==> config.mk <==
export PLATFORM = sky130hd
export DESIGN_NAME = fxp_encode_pipe
export DESIGN_NICKNAME = d
export VERILOG_FILES = /design/src/rtl/fxp_encode_pipe.sv
export SDC_FILE = /design/constraint.sdc
export NUM_CORES = 1
export LEC_CHECK = 0
export BUFFER_PORTS_ARGS = -buffer_cell sky130_fd_sc_hd__buf_2
export CORE_ASPECT_RATIO = 0.5
export CORE_MARGIN = 2
export CORE_UTILIZATION = 49
export CTS_CLUSTER_SIZE = 12
export DETAILED_ROUTE_END_ITERATION = 10
export GPL_TIMING_DRIVEN = 1
export PLACE_DENSITY_LB_ADDON = 0.15
export SETUP_SLACK_MARGIN = 0.3
export SLEW_MARGIN = 20
export SYNTH_ARGS = -nofsm -noshare
export SYNTH_HDL_FRONTEND = slang
export SYNTH_SLANG_ARGS = --single-unit
==> constraint.sdc <==
create_clock -name clk -period 1.87 [get_ports clk]
set_input_delay 0.2805 -clock clk [delete_from_list [all_inputs] [get_ports clk]]
set_output_delay 0.2805 -clock clk [all_outputs]
set_load 0.02 [all_outputs]
==> src/rtl/fxp_encode_pipe.sv <==
// rtl/fxp_encode_pipe.sv - signed integer to saturated Q-format converter, 2-stage valid/ready pipe
module fxp_encode_pipe #(
  parameter int IW = 10,
  parameter int N  = 20,
  parameter int SN = 12,
  parameter int CW = 8
) (
  input  logic                 clk,
  input  logic                 reset_n,
  input  logic signed [IW-1:0] in_data,
  input  logic                 in_valid,
  output logic                 in_ready,
  output logic signed [N-1:0]  out_data,
  output logic                 out_sat,
  output logic                 out_valid,
  input  logic                 out_ready,
  output logic [CW-1:0]        sat_count,
  input  logic                 sat_clear
);

  localparam int EW = IW + SN;

  logic                 s1_valid;
  logic signed [EW-1:0] s1_v;
  logic signed [EW-1:0] ext;
  logic                 s1_load;
  logic                 s2_load;
  logic signed [N-1:0]  sat_data;
  logic                 sat_flag;
  logic                 sat_inc;

  // Left shift is exact at EW bits, so no information is lost before the clamp.
  assign ext = EW'(in_data) <<< SN;

  assign s2_load  = !out_valid || out_ready;
  assign s1_load  = !s1_valid || s2_load;
  assign in_ready = reset_n && s1_load;

  always_ff @(posedge clk) begin
    if (!reset_n) begin
      s1_valid <= 1'b0;
      s1_v     <= '0;
    end else if (s1_load) begin
      s1_valid <= in_valid;
      if (in_valid) begin
        s1_v <= ext;
      end
    end
  end

  generate
    if (EW > N) begin : g_clamp
      localparam logic signed [N-1:0]  MAX_N = {1'b0, {(N-1){1'b1}}};
      localparam logic signed [N-1:0]  MIN_N = {1'b1, {(N-1){1'b0}}};
      localparam logic signed [EW-1:0] MAX_E = EW'(MAX_N);
      localparam logic signed [EW-1:0] MIN_E = EW'(MIN_N);

      always_comb begin
        sat_data = s1_v[N-1:0];
        sat_flag = 1'b0;
        if (s1_v > MAX_E) begin
          sat_data = MAX_N;
          sat_flag = 1'b1;
        end else if (s1_v < MIN_E) begin
          sat_data = MIN_N;
          sat_flag = 1'b1;
        end
      end
    end else begin : g_pass
      // The shifted value always fits; only sign extension is needed.
      assign sat_data = N'(s1_v);
      assign sat_flag = 1'b0;
    end
  endgenerate

  always_ff @(posedge clk) begin
    if (!reset_n) begin
      out_valid <= 1'b0;
      out_data  <= '0;
      out_sat   <= 1'b0;
    end else if (s2_load) begin
      out_valid <= s1_valid;
      if (s1_valid) begin
        out_data <= sat_data;
        out_sat  <= sat_flag;
      end
    end
  end

  assign sat_inc = s2_load && s1_valid && sat_flag;

  // Clear wins over a coincident increment; the count sticks at all-ones.
  always_ff @(posedge clk) begin
    if (!reset_n) begin
      sat_count <= '0;
    end else if (sat_clear) begin
      sat_count <= '0;
    end else if (sat_inc && (sat_count != {CW{1'b1}})) begin
      sat_count <= sat_count + 1'b1;
    end
  end

endmodule
# Word level (Yosys, flattened, before mapping)

Index checks and enable logic that the tools add are counted.
W data, S select, Z words.

Bitwise logic cells: 1
$add $sub $neg: 1
Eq/ne operators: 1
Reduce and logical (&&, ||, !) cells: 11
Muxes and demuxes: 4
Order comparisons: 2

Operators by type and width:

| operator               | number |
|---|---|
| $mux W20               | 2 |
| $gt A22 B20 Y1 const B | 1 |
| $lt A22 B20 Y1 const B | 1 |
| $add A8 B1 Y8 const B  | 1 |
| $ne A8 B8 Y1 const B   | 1 |
| $logic_and A1 B1 Y1    | 4 |
| $reduce_and A2 Y1      | 2 |
| $logic_not A1 Y1       | 2 |
| $logic_or A1 B1 Y1     | 2 |
| $mux W1                | 2 |
| $reduce_or A2 Y1       | 1 |
| $not A1 Y1             | 1 |

Logic and storage cells: 26
Bits of input ports: 15
Output and inout bits: 31
Register bits: 41

# Logic depth before layout (Yosys ltp)

Gate-level depths: netlist of run 1.

Depth in word-level cells: 5
Mapped depth: 5
Mapped depth without buffers: 5

# Worst setup path before layout of run 1

OpenSTA, ideal clock, no wires.

Path type: reg2reg
Start: register sat_count[0]
End: register sat_count[4]
Library setup time: 70 ps
Arrival time: 1426 ps
Cell stages (with the launch flop): 6
Path buffers: 0
Period minus slack after synthesis: 1495 ps
Setup slack: 375 ps
Cell sequence: dfxtp_1 -> ha_1 -> nand3_1 -> nor2_1 -> or4_1 -> a21oi_1

Longest elaborated chain between the ends: 2
Elaborated cells between the ends (all ways): 3

RTL lines:

| item                                                                  | RTL line | source |
|---|---|---|
| from (decl)                                                           | 17       | `output logic [CW-1:0] sat_count,` |
| from (signal assigned)                                                | 99       | `sat_count <= sat_count + 1'b1;` |
| parallel branches: the longest is 2 deep, another holds $add A8 B1 Y8 | n/a      |  |

Several ways; the timed one is not identified.
A chain may end at the register's enable or synchronous reset.

# Worst setup path after layout of run 1

Start: register s1_v[20]
End: register sat_count[3]

Longest elaborated chain between the ends: 5
Elaborated cells between the ends (all ways): 6

RTL lines:

| item                    | RTL line | source |
|---|---|---|
| from (decl)             | 24       | `logic signed [EW-1:0] s1_v;` |
| from (signal assigned)  | 46       | `s1_v <= ext;` |
| $lt A22 B20 Y1          | 64       | `end else if (s1_v < MIN_E) begin` |
| $mux W1                 | 64       |  |
| $mux W1 (*)             | 61       | `if (s1_v > MAX_E) begin` |
| $logic_and A1 B1 Y1 (*) | 90       | `assign sat_inc = s2_load && s1_valid && sat_flag;` |
| $logic_and A1 B1 Y1 (*) | 98       | `end else if (sat_inc && (sat_count != {CW{1'b1}})) begin` |

Every way passes the cells marked *; elsewhere a longest branch is shown, timed or not.

==> metrics.cfg, run 1 <==
[grt]
grtUsageMet1_pct=22.6
grt_use_met2_pct=28.7
antenna_found_initial=0
grt_pass1_wl_mm=4.68
grt_usage_pct=18.7
top_usage_layer=met2
grt_max_degree=24
overflow=0
grt_pass1_vias=1064
met3_usage_pct=7.83

[sta]
setup_violations=0
rsz0062_at_grt=false
fmax_ghz=0.663
hold_violations=0
drv_slew=0
worst_slack_ns=0.361
final.min_clock_period_ns=1.51
relSlewSlack_pct=68.1
finClkSkew_ns=0.00686
setup_tns_ns=0
finalCritPeriodShare_pct=80.7
worst_pin_slew_ns=0.478

[cts]
cts.sinks=30
holdBufCountCts=0
cts_buffers=5
clock_latency_ns=0.29
htree_num_levels=2
cts_tree=done
cts_max_path_buffers=2
cts.reportedPaths.clkPinSlew_ns=0.06
cts_root_buffer=clkbuf_8

[placed_design]
gp_congestion=0.786
hpwl_mm=1.97
place_ws_ns=0.193
dp.cells=227
portBuffers=45

[drt]
dr.pass1.iters=4
drc=0
ant_nets=0
viasPerCell=5.20
wl_per_cell_um=12.2
wl_mm=2.93
dr_total_vias=1254
drt_iter0_markers=46

[floorplanning]
num_rows=13
fp.coreArea_um2=2640
die_area_um2=3270
ios=46
die_h_um=41.5
start_util_pct=52.2
die_x_um=79.0

[pwr]
powerDensity_nw_per_um2=811
p_leak_nw=0.722
ir_drop_mv=0.595

[hold_path]
min-delay-start=in_data[9]
hold_class=in -> reg

[logic_synthesis]
yosysSeqAreaShare_pct=43.6
ys_ff_latch=30
synth.avg_cell_area_um2=8.60
ys_warn_count=0
synthCells=160
ys_types=29
synthesis.area_um2=1380
syn-num-nets=176

[critical_path]
end_kind=flip-flop
cp.required_ns=2.10
r2r_slack_ns=0.36
crit_path_max_fanout=11
start_kind=flip-flop
r2r-start=s1_v[20]
path_class=reg -> reg
crit_path_start=s1_v[20]
cp.arrival_ns=1.74

[cells_and_area]
fin_cells=241
final_nets=219
area_growth_syn_to_layout_pct=23.9
layout_common_cells=buf_2 (45), dfxtp_1 (27), nand2_1 (25)
antenna_cells=0
layout_commonest_cell=buf_2
drive_gt1_share_pct=33.3

[status]
status=completed

[flow_run]
drv_cap=0

==> cell families after synthesis <==
kind of cell    count (synthesis)  share of synthesized area (%)
buf+inv                        21                           8.82
simple gates                   61                           23.0
fa+ha+maj                       1                          0.909
mux                             1                          0.727
compound gates                 46                           22.9
flops                          30                           43.6
==> report_power, final <==
group	leakage, nW	switching [mW]	internal, mW
clock	0.0472	0.252	0.295
combinational	0.429	0.0896	0.0630
sequential	0.246	0.0182	0.665
total	0.722	0.360	1.02
==> flip-flops by register name (all words and copies together), names as in the netlist <==
signal / flops
s1_v: 10
out_data: 9
sat_count: 8
out_sat: 1
out_valid: 1
s1_valid: 1
==> synth_stat cells <==
master / n / share of area (%)
nand2_1: 25 / 6.8
a21boi_0: 23 / 13
buf_2: 1 / 0.36
o41ai_1: 1 / 0.64
o211ai_1: 4 / 2.2
dfxtp_1: 30 / 44
nand4_1: 2 / 0.91
clkbuf_1: 4 / 1.1
or3_1: 1 / 0.45
or3_4: 1 / 0.82
or4_1: 3 / 1.6
mux2i_1: 1 / 0.73
o21ai_0: 10 / 3.6
inv_1: 4 / 1.1
nor3b_1: 1 / 0.55
nand2b_1: 3 / 1.4
nand3_1: 15 / 5.5
buf_4: 11 / 6.0
o31ai_1: 4 / 2.2
nor2b_1: 1 / 0.45
o311ai_0: 1 / 0.64
nor2_1: 4 / 1.1
nand3b_1: 1 / 0.55
ha_1: 1 / 0.91
buf_1: 1 / 0.27
and3_1: 1 / 0.45
nand4_4: 1 / 1.5
a21oi_1: 3 / 1.1
and2_1: 2 / 0.91
==> worst max-delay path: stages, from the launching register on <==
cell and delay, ns:
dfxtp_1 0.39, or3_4 0.16, nand4_4 0.16, buf_4 0.19, or4_1 0.46, nand2_1 0.08
==> layer usage <==
layer	wire (µm)	vias to the layer above
met5	0	-
met4	57	0
met3	215	7
met2	1300	43
met1	1360	564
li1	-	640
==> what timing repair did <==
action / in CTS / in global routing
hold endpoints to repair: 0 / 0
buffers inserted: 2 / 4
resized for setup: 0 / 6
pin swaps: 1 / 1
setup endpoints to repair: 11 / 4
==> final timing paths <==
kind             endpoint  depth (start not counted)
min reg2reg  out_data[18]                          2
max          sat_count[3]                          5
max reg2reg  sat_count[3]                          5
min              s1_v[21]                          3
==> per-stage QoR <==
step / cell area, µm² / total power, mW / util, % / hold slack (ns)
2_1_floorplan: 1380 / 0.799 / - / 0.434
6_report: 1710 / 1.38 / 64.7 / 0.244
3_5_place_dp: 1560 / 0.842 / 59.1 / 0.453
5_1_grt: 1710 / 1.45 / 64.7 / 0.258
3_3_place_gp: 1560 / 0.839 / 59.1 / 0.448
4_1_cts: 1670 / 1.40 / 63.2 / 0.243
==> area by class of cell <==
class                           instances  area [µm²]
Tap cell                               37        46.3
Clock buffer                            6        82.6
Sequential cell                        30         604
Clock inverter                          2        12.5
Fill cell                             250         930
Inverter                                4        15.0
Timing Repair Buffer                   53         285
Multi-Input combinational cell        109         659
(Power assumes the default switching activity.)
==> run 2: changes to the inputs <==
Clock period 1.87 ns to 1.4 ns, I/O delays scaled along.
==> run 2 against run 1 <==
Against the previous run:
- the flow now finishes with violations (setup timing)
- global-route usage rose by 4.8 points
- clock power rose by 75%
- total power rose by 55%
- die area did not move
- routed wire length rose by 33%
- final cell count rose by 5.4%
- core utilization rose by 16 points
- critical path depth did not move
- maximum frequency rose by 5.5%
- count of clock-buffer cells in the layout rose by 2
- critical path type unchanged
- critical endpoint is now sat_count[7]
- largest power group is now the clock network
==> metrics.cfg, run 2 (synthesis results as in run 1) <==
[pwr]
p_leak_nw=0.885  ; was 0.722 nW
power.total_mw=2.15  ; was 1.38 mW
powerDensity_nw_per_um2=1020  ; was 811 nW/µm²
ir_drop_mv=0.702  ; was 0.595 mV

[cells_and_area]
largest_reg_flops=10  ; unchanged
layout_commonest_cell=buf_2  ; unchanged
area_growth_syn_to_layout_pct=53.6  ; was 23.9%
regMostFlops=s1_v  ; unchanged
antenna_cells=0  ; unchanged
fillers=171  ; was 250
final_nets=232  ; was 219
drive_gt1_share_pct=57.1  ; was 33.3%
layout_common_cells=buf_2 (44), nand2_1 (23), a21boi_1 (18)  ; was buf_2 (45), dfxtp_1 (27), nand2_1 (25)
top_regs=s1_v (10), out_data (9), sat_count (8)  ; unchanged

[critical_path]
end_kind=flip-flop  ; unchanged
path_class=reg -> reg  ; unchanged
crit_path_start=sat_count[3]  ; was s1_v[20]
r2r-start=sat_count[3]  ; was s1_v[20]
start_kind=flip-flop  ; unchanged
cp.required_ns=1.61  ; was 2.10 ns
crit_path_max_fanout=5  ; was 11
cp.arrival_ns=1.64  ; was 1.74 ns

[grt]
grtUsageMet1_pct=28.9  ; was 22.6%
antenna_found_initial=0  ; unchanged
grt_usage_pct=23.5  ; was 18.7%
met3_usage_pct=6.96  ; was 7.83%
grt_use_met2_pct=40.5  ; was 28.7%
top_usage_layer=met2  ; unchanged
grt_pass1_wl_mm=5.90  ; was 4.68 mm
grt_pass1_vias=1256  ; was 1064
grt_max_degree=24  ; unchanged
overflow=0  ; unchanged

[placed_design]
portBuffers=45  ; unchanged
place_ws_ns=-0.00152  ; was 0.193 ns
gp_congestion=0.764  ; was 0.786
hpwl_mm=2.20  ; was 1.97 mm

[cts]
htree_num_levels=2  ; unchanged
cts.reportedPaths.clkPinSlew_ns=0.07  ; was 0.06 ns
clock_latency_ns=0.28  ; was 0.29 ns
cts_tree=done  ; unchanged
holdBufCountCts=0  ; unchanged
cts.sinks=30  ; unchanged
cts_root_buffer=clkbuf_8  ; unchanged
cts_max_path_buffers=2  ; unchanged
cts_buffers=5  ; unchanged

[drt]
ant_nets=0  ; unchanged
wl_mm=3.89  ; was 2.93 mm
drt_iter0_markers=59  ; was 46
viasPerCell=5.55  ; was 5.20
drc=0  ; unchanged
dr.pass1.iters=5  ; was 4
dr_total_vias=1409  ; was 1254
wl_per_cell_um=15.3  ; was 12.2 µm

[floorplanning]
die_area_um2=3270  ; unchanged
ios=46  ; unchanged
die_h_um=41.5  ; unchanged
fp.coreArea_um2=2640  ; unchanged
start_util_pct=52.2  ; unchanged
num_rows=13  ; unchanged
die_x_um=79.0  ; unchanged

[sta]
drv_slew=0  ; unchanged
relSlewSlack_pct=74.3  ; was 68.1%
rsz0062_at_grt=true  ; was false
final.min_clock_period_ns=1.43  ; was 1.51 ns
worst_slack_ns=-0.0296  ; was 0.361 ns
hold_violations=0  ; unchanged
setup_violations=1  ; was 0
worst_pin_slew_ns=0.385  ; was 0.478 ns
finClkSkew_ns=0.00475  ; was 0.00686 ns
fmax_ghz=0.700  ; was 0.663 GHz
finalCritPeriodShare_pct=102  ; was 80.7%

[hold_path]
hold_class=in -> reg  ; unchanged
min-delay-start=in_data[5]  ; was in_data[9]

[flow_run]
drv_cap=0  ; unchanged

[status]
status=finished with violations  ; was completed
violations=setup timing

## run 2: final timing paths
path | endpoint | slack, ns | cells after the start
worst max register to register | sat_count[7] | -0.03 | 5
worst max-delay path | sat_count[7] | -0.03 | 5
worst min-delay path | s1_v[17] | 0.18 | 3
worst min register to register | out_data[13] | 0.45 | 2
## run 2: cell type report
class / instances / area [µm²] / area share [%]
Clock buffer: 8 / 133 / 6.27
Inverter: 4 / 15.0 / 0.710
Timing Repair Buffer: 66 / 424 / 20.1
Sequential cell: 30 / 643 / 30.4
Tap cell: 37 / 46.3 / 2.19
Multi-Input combinational cell: 109 / 853 / 40.4
## run 2: where the power goes
group / leakage [nW] / total (mW) / switching [mW] / internal, mW
combinational: 0.563 / 0.292 / 0.164 / 0.128
clock: 0.0678 / 0.959 / 0.343 / 0.615
sequential: 0.254 / 0.899 / 0.0268 / 0.872
## run 2: stage by stage
step           area, µm²  util [%]  TNS (ns)  hold slack (ns)  std cells
4_1_cts             2010      76.2         0            0.179        250
2_1_floorplan       1480         -         0            0.356        160
5_1_grt             2110      80.2    -0.119            0.178        254
3_5_place_dp        1720      65.3  -0.00152            0.445        236
3_3_place_gp        1720      65.3         0            0.444        236
6_report            2110      80.2   -0.0296            0.182        254
## run 2: timing repair
action	in CTS	in global routing
pin swaps	20	13
setup endpoints to repair	42	43
setup buffers	6	4
gates resized for setup	52	23
## run 2: critical path, cell delays in order (launching register included)
cell     delay (ns)
dfxtp_4        0.36
nand4_1        0.18
buf_4          0.18
o21ai_4        0.08
or4_4          0.43
a21oi_2        0.14
## run 2: per-layer routing
layer  part of all wire [%]  wire (µm)
met5                      0          0
met4                    1.0         40
met3                    5.2        204
met2                     52       2010
met1                     42       1640
==> run 3: changes to the inputs <==
Settings changed: CORE_UTILIZATION 49 to 50, CTS_BUF_LIST set to sky130_fd_sc_hd__clkbuf_4 sky130_fd_sc_hd__clkbuf_8.
==> run 3 against run 2 <==
Against the previous run:
- the flow now finishes without violations
- total power grew 7.3%
- core utilization grew 4.9 points
- register-to-register slack gained 0.05 ns
- critical path type unchanged
- largest cell class unchanged
==> metrics.cfg, run 3 (synthesis results as in run 1) <==
[status]
status=completed  ; was finished with violations

[grt]
grt_pass1_wl_mm=5.37  ; was 5.90 mm
grt_usage_pct=22.8  ; was 23.5%
grt_max_degree=24  ; unchanged
overflow=0  ; unchanged
antenna_found_initial=0  ; unchanged
grt_pass1_vias=1155  ; was 1256

[critical_path]
path_class=reg -> reg  ; unchanged
reg2reg_to=sat_count[7]  ; unchanged
cp.required_ns=1.61  ; about the same
crit_end=sat_count[7]  ; unchanged
cp.arrival_ns=1.59  ; was 1.64 ns
crit_path_max_fanout=5  ; unchanged
start_kind=flip-flop  ; unchanged
r2r-start=sat_count[3]  ; unchanged
crit_path_start=sat_count[3]  ; unchanged
reg2reg_depth=5  ; unchanged
r2r_slack_ns=0.02  ; was -0.03 ns
end_kind=flip-flop  ; unchanged

[hold_path]
hold_class=in -> reg  ; unchanged

[sta]
relSlewSlack_pct=66.7  ; was 74.3%
worst_pin_slew_ns=0.500  ; was 0.385 ns
final.min_clock_period_ns=1.38  ; was 1.43 ns
fmax_ghz=0.723  ; was 0.700 GHz
setup_violations=0  ; was 1
worst_slack_ns=0.0171  ; was -0.0296 ns
finClkSkew_ns=0.00553  ; was 0.00475 ns
rsz0062_at_grt=true  ; unchanged
hold_violations=0  ; unchanged
finalCritPeriodShare_pct=98.8  ; was 102%
drv_slew=0  ; unchanged

[cts]
htree_num_levels=2  ; unchanged
holdBufCountCts=0  ; unchanged
cts_root_buffer=clkbuf_8  ; unchanged
cts.sinks=30  ; unchanged
cts_max_path_buffers=2  ; unchanged
cts_tree=done  ; unchanged
clock_latency_ns=0.29  ; was 0.28 ns
cts_buffers=5  ; unchanged
cts.reportedPaths.clkPinSlew_ns=0.07  ; about the same

[cells_and_area]
register_area_um2=643  ; unchanged
regMostFlops=s1_v  ; unchanged
drive_gt1_share_pct=59.7  ; was 57.1%
multiInputGateArea_um2=897  ; was 853 µm²
fillers=143  ; was 171
antenna_cells=0  ; unchanged
layout_commonest_cell=buf_2  ; unchanged
design_area_um2=2220  ; was 2110 µm²
final_nets=236  ; was 232
area_growth_syn_to_layout_pct=61.0  ; was 53.6%
largest_reg_flops=10  ; unchanged
layout_common_cells=buf_2 (41), nand2_1 (24), dfxtp_1 (16)  ; was buf_2 (44), nand2_1 (23), a21boi_1 (18)
top_regs=s1_v (10), out_data (9), sat_count (8)  ; unchanged

[floorplanning]
start_util_pct=52.9  ; was 52.2%
fp.coreArea_um2=2600  ; was 2640 µm²
die_h_um=41.1  ; was 41.5 µm
die_area_um2=3210  ; was 3270 µm²
die_x_um=78.2  ; was 79.0 µm
num_rows=13  ; unchanged
ios=46  ; unchanged

[placed_design]
hpwl_mm=2.11  ; was 2.20 mm
placed_area_um2=1700  ; was 1720 µm²
portBuffers=45  ; unchanged
place_ws_ns=0.0455  ; was -0.00152 ns
gp_congestion=0.837  ; was 0.764

[drt]
drt_iter0_markers=61  ; was 59
wl_per_cell_um=15.3  ; about the same
dr_total_vias=1388  ; was 1409
ant_nets=0  ; unchanged
dr.pass1.iters=4  ; was 5
viasPerCell=5.38  ; was 5.55
drc=0  ; unchanged
wl_mm=3.95  ; was 3.89 mm

[pwr]
powerDensity_nw_per_um2=1040  ; was 1020 nW/µm²
ir_drop_mv=0.828  ; was 0.702 mV
p_leak_nw=0.915  ; was 0.885 nW

[flow_run]
drv_cap=0  ; unchanged

-- run 3: through the flow --
stage	hold slack, ns	std cells	utilization (%)	setup TNS [ns]	power [mW]
CTS	0.178	252	75.2	0	2.25
global route	0.151	258	85.1	-0.0627	2.39
global placement	0.446	235	65.4	0	1.13
detailed placement	0.451	235	65.4	0	1.14
floorplan	0.356	160	-	0	1.07
finish	0.156	258	85.1	0	2.31
-- run 3: area by class of cell --
type                       instances  area share (%)
sequential                        30            29.0
clock buffer                       6            3.73
tap                               37            2.09
inverter                           4           0.678
timing repair buffer              69            21.3
multi-input combinational        110            40.5
clock inverter                     2            2.71
-- run 3: repair_timing --
item                       4_1_cts  5_1_grt
setup endpoints to repair       40       44
cloned                           0        1
resized for setup               31       58
pin swaps                       15        7
setup buffers                    9        5
-- run 3: critical path, stage by stage (launching register included) --
cell and delay (ns):
dfxtp_4 0.36, nand4_1 0.17, buf_4 0.16, o21ai_4 0.07, or4_4 0.43, a21oi_2 0.13
-- run 3: worst min path at each step --
stage	from	end	slack, ns	depth (start not counted)
finish	in_data[8]	s1_v[20]	0.16	3
global route	in_data[8]	s1_v[20]	0.15	3
CTS	in_data[7]	s1_v[19]	0.18	3
detailed placement	out_sat	out_sat	0.45	2
global placement	out_sat	out_sat	0.45	2
floorplan	reset_n	s1_v[21]	0.36	1
-- run 3: where the power goes --
part           switching (mW)  internal [mW]
clock                   0.349          0.759
combinational           0.169          0.130
sequential             0.0269          0.873
total                   0.545           1.76
-- run 3: routing by layer --
layer / share of wire, % / track usage [%]
met1: 45 / 27.8
met2: 51 / 40.1
met3: 3.2 / 7.27
met4: 0.61 / 7.89
met5: 0 / 0
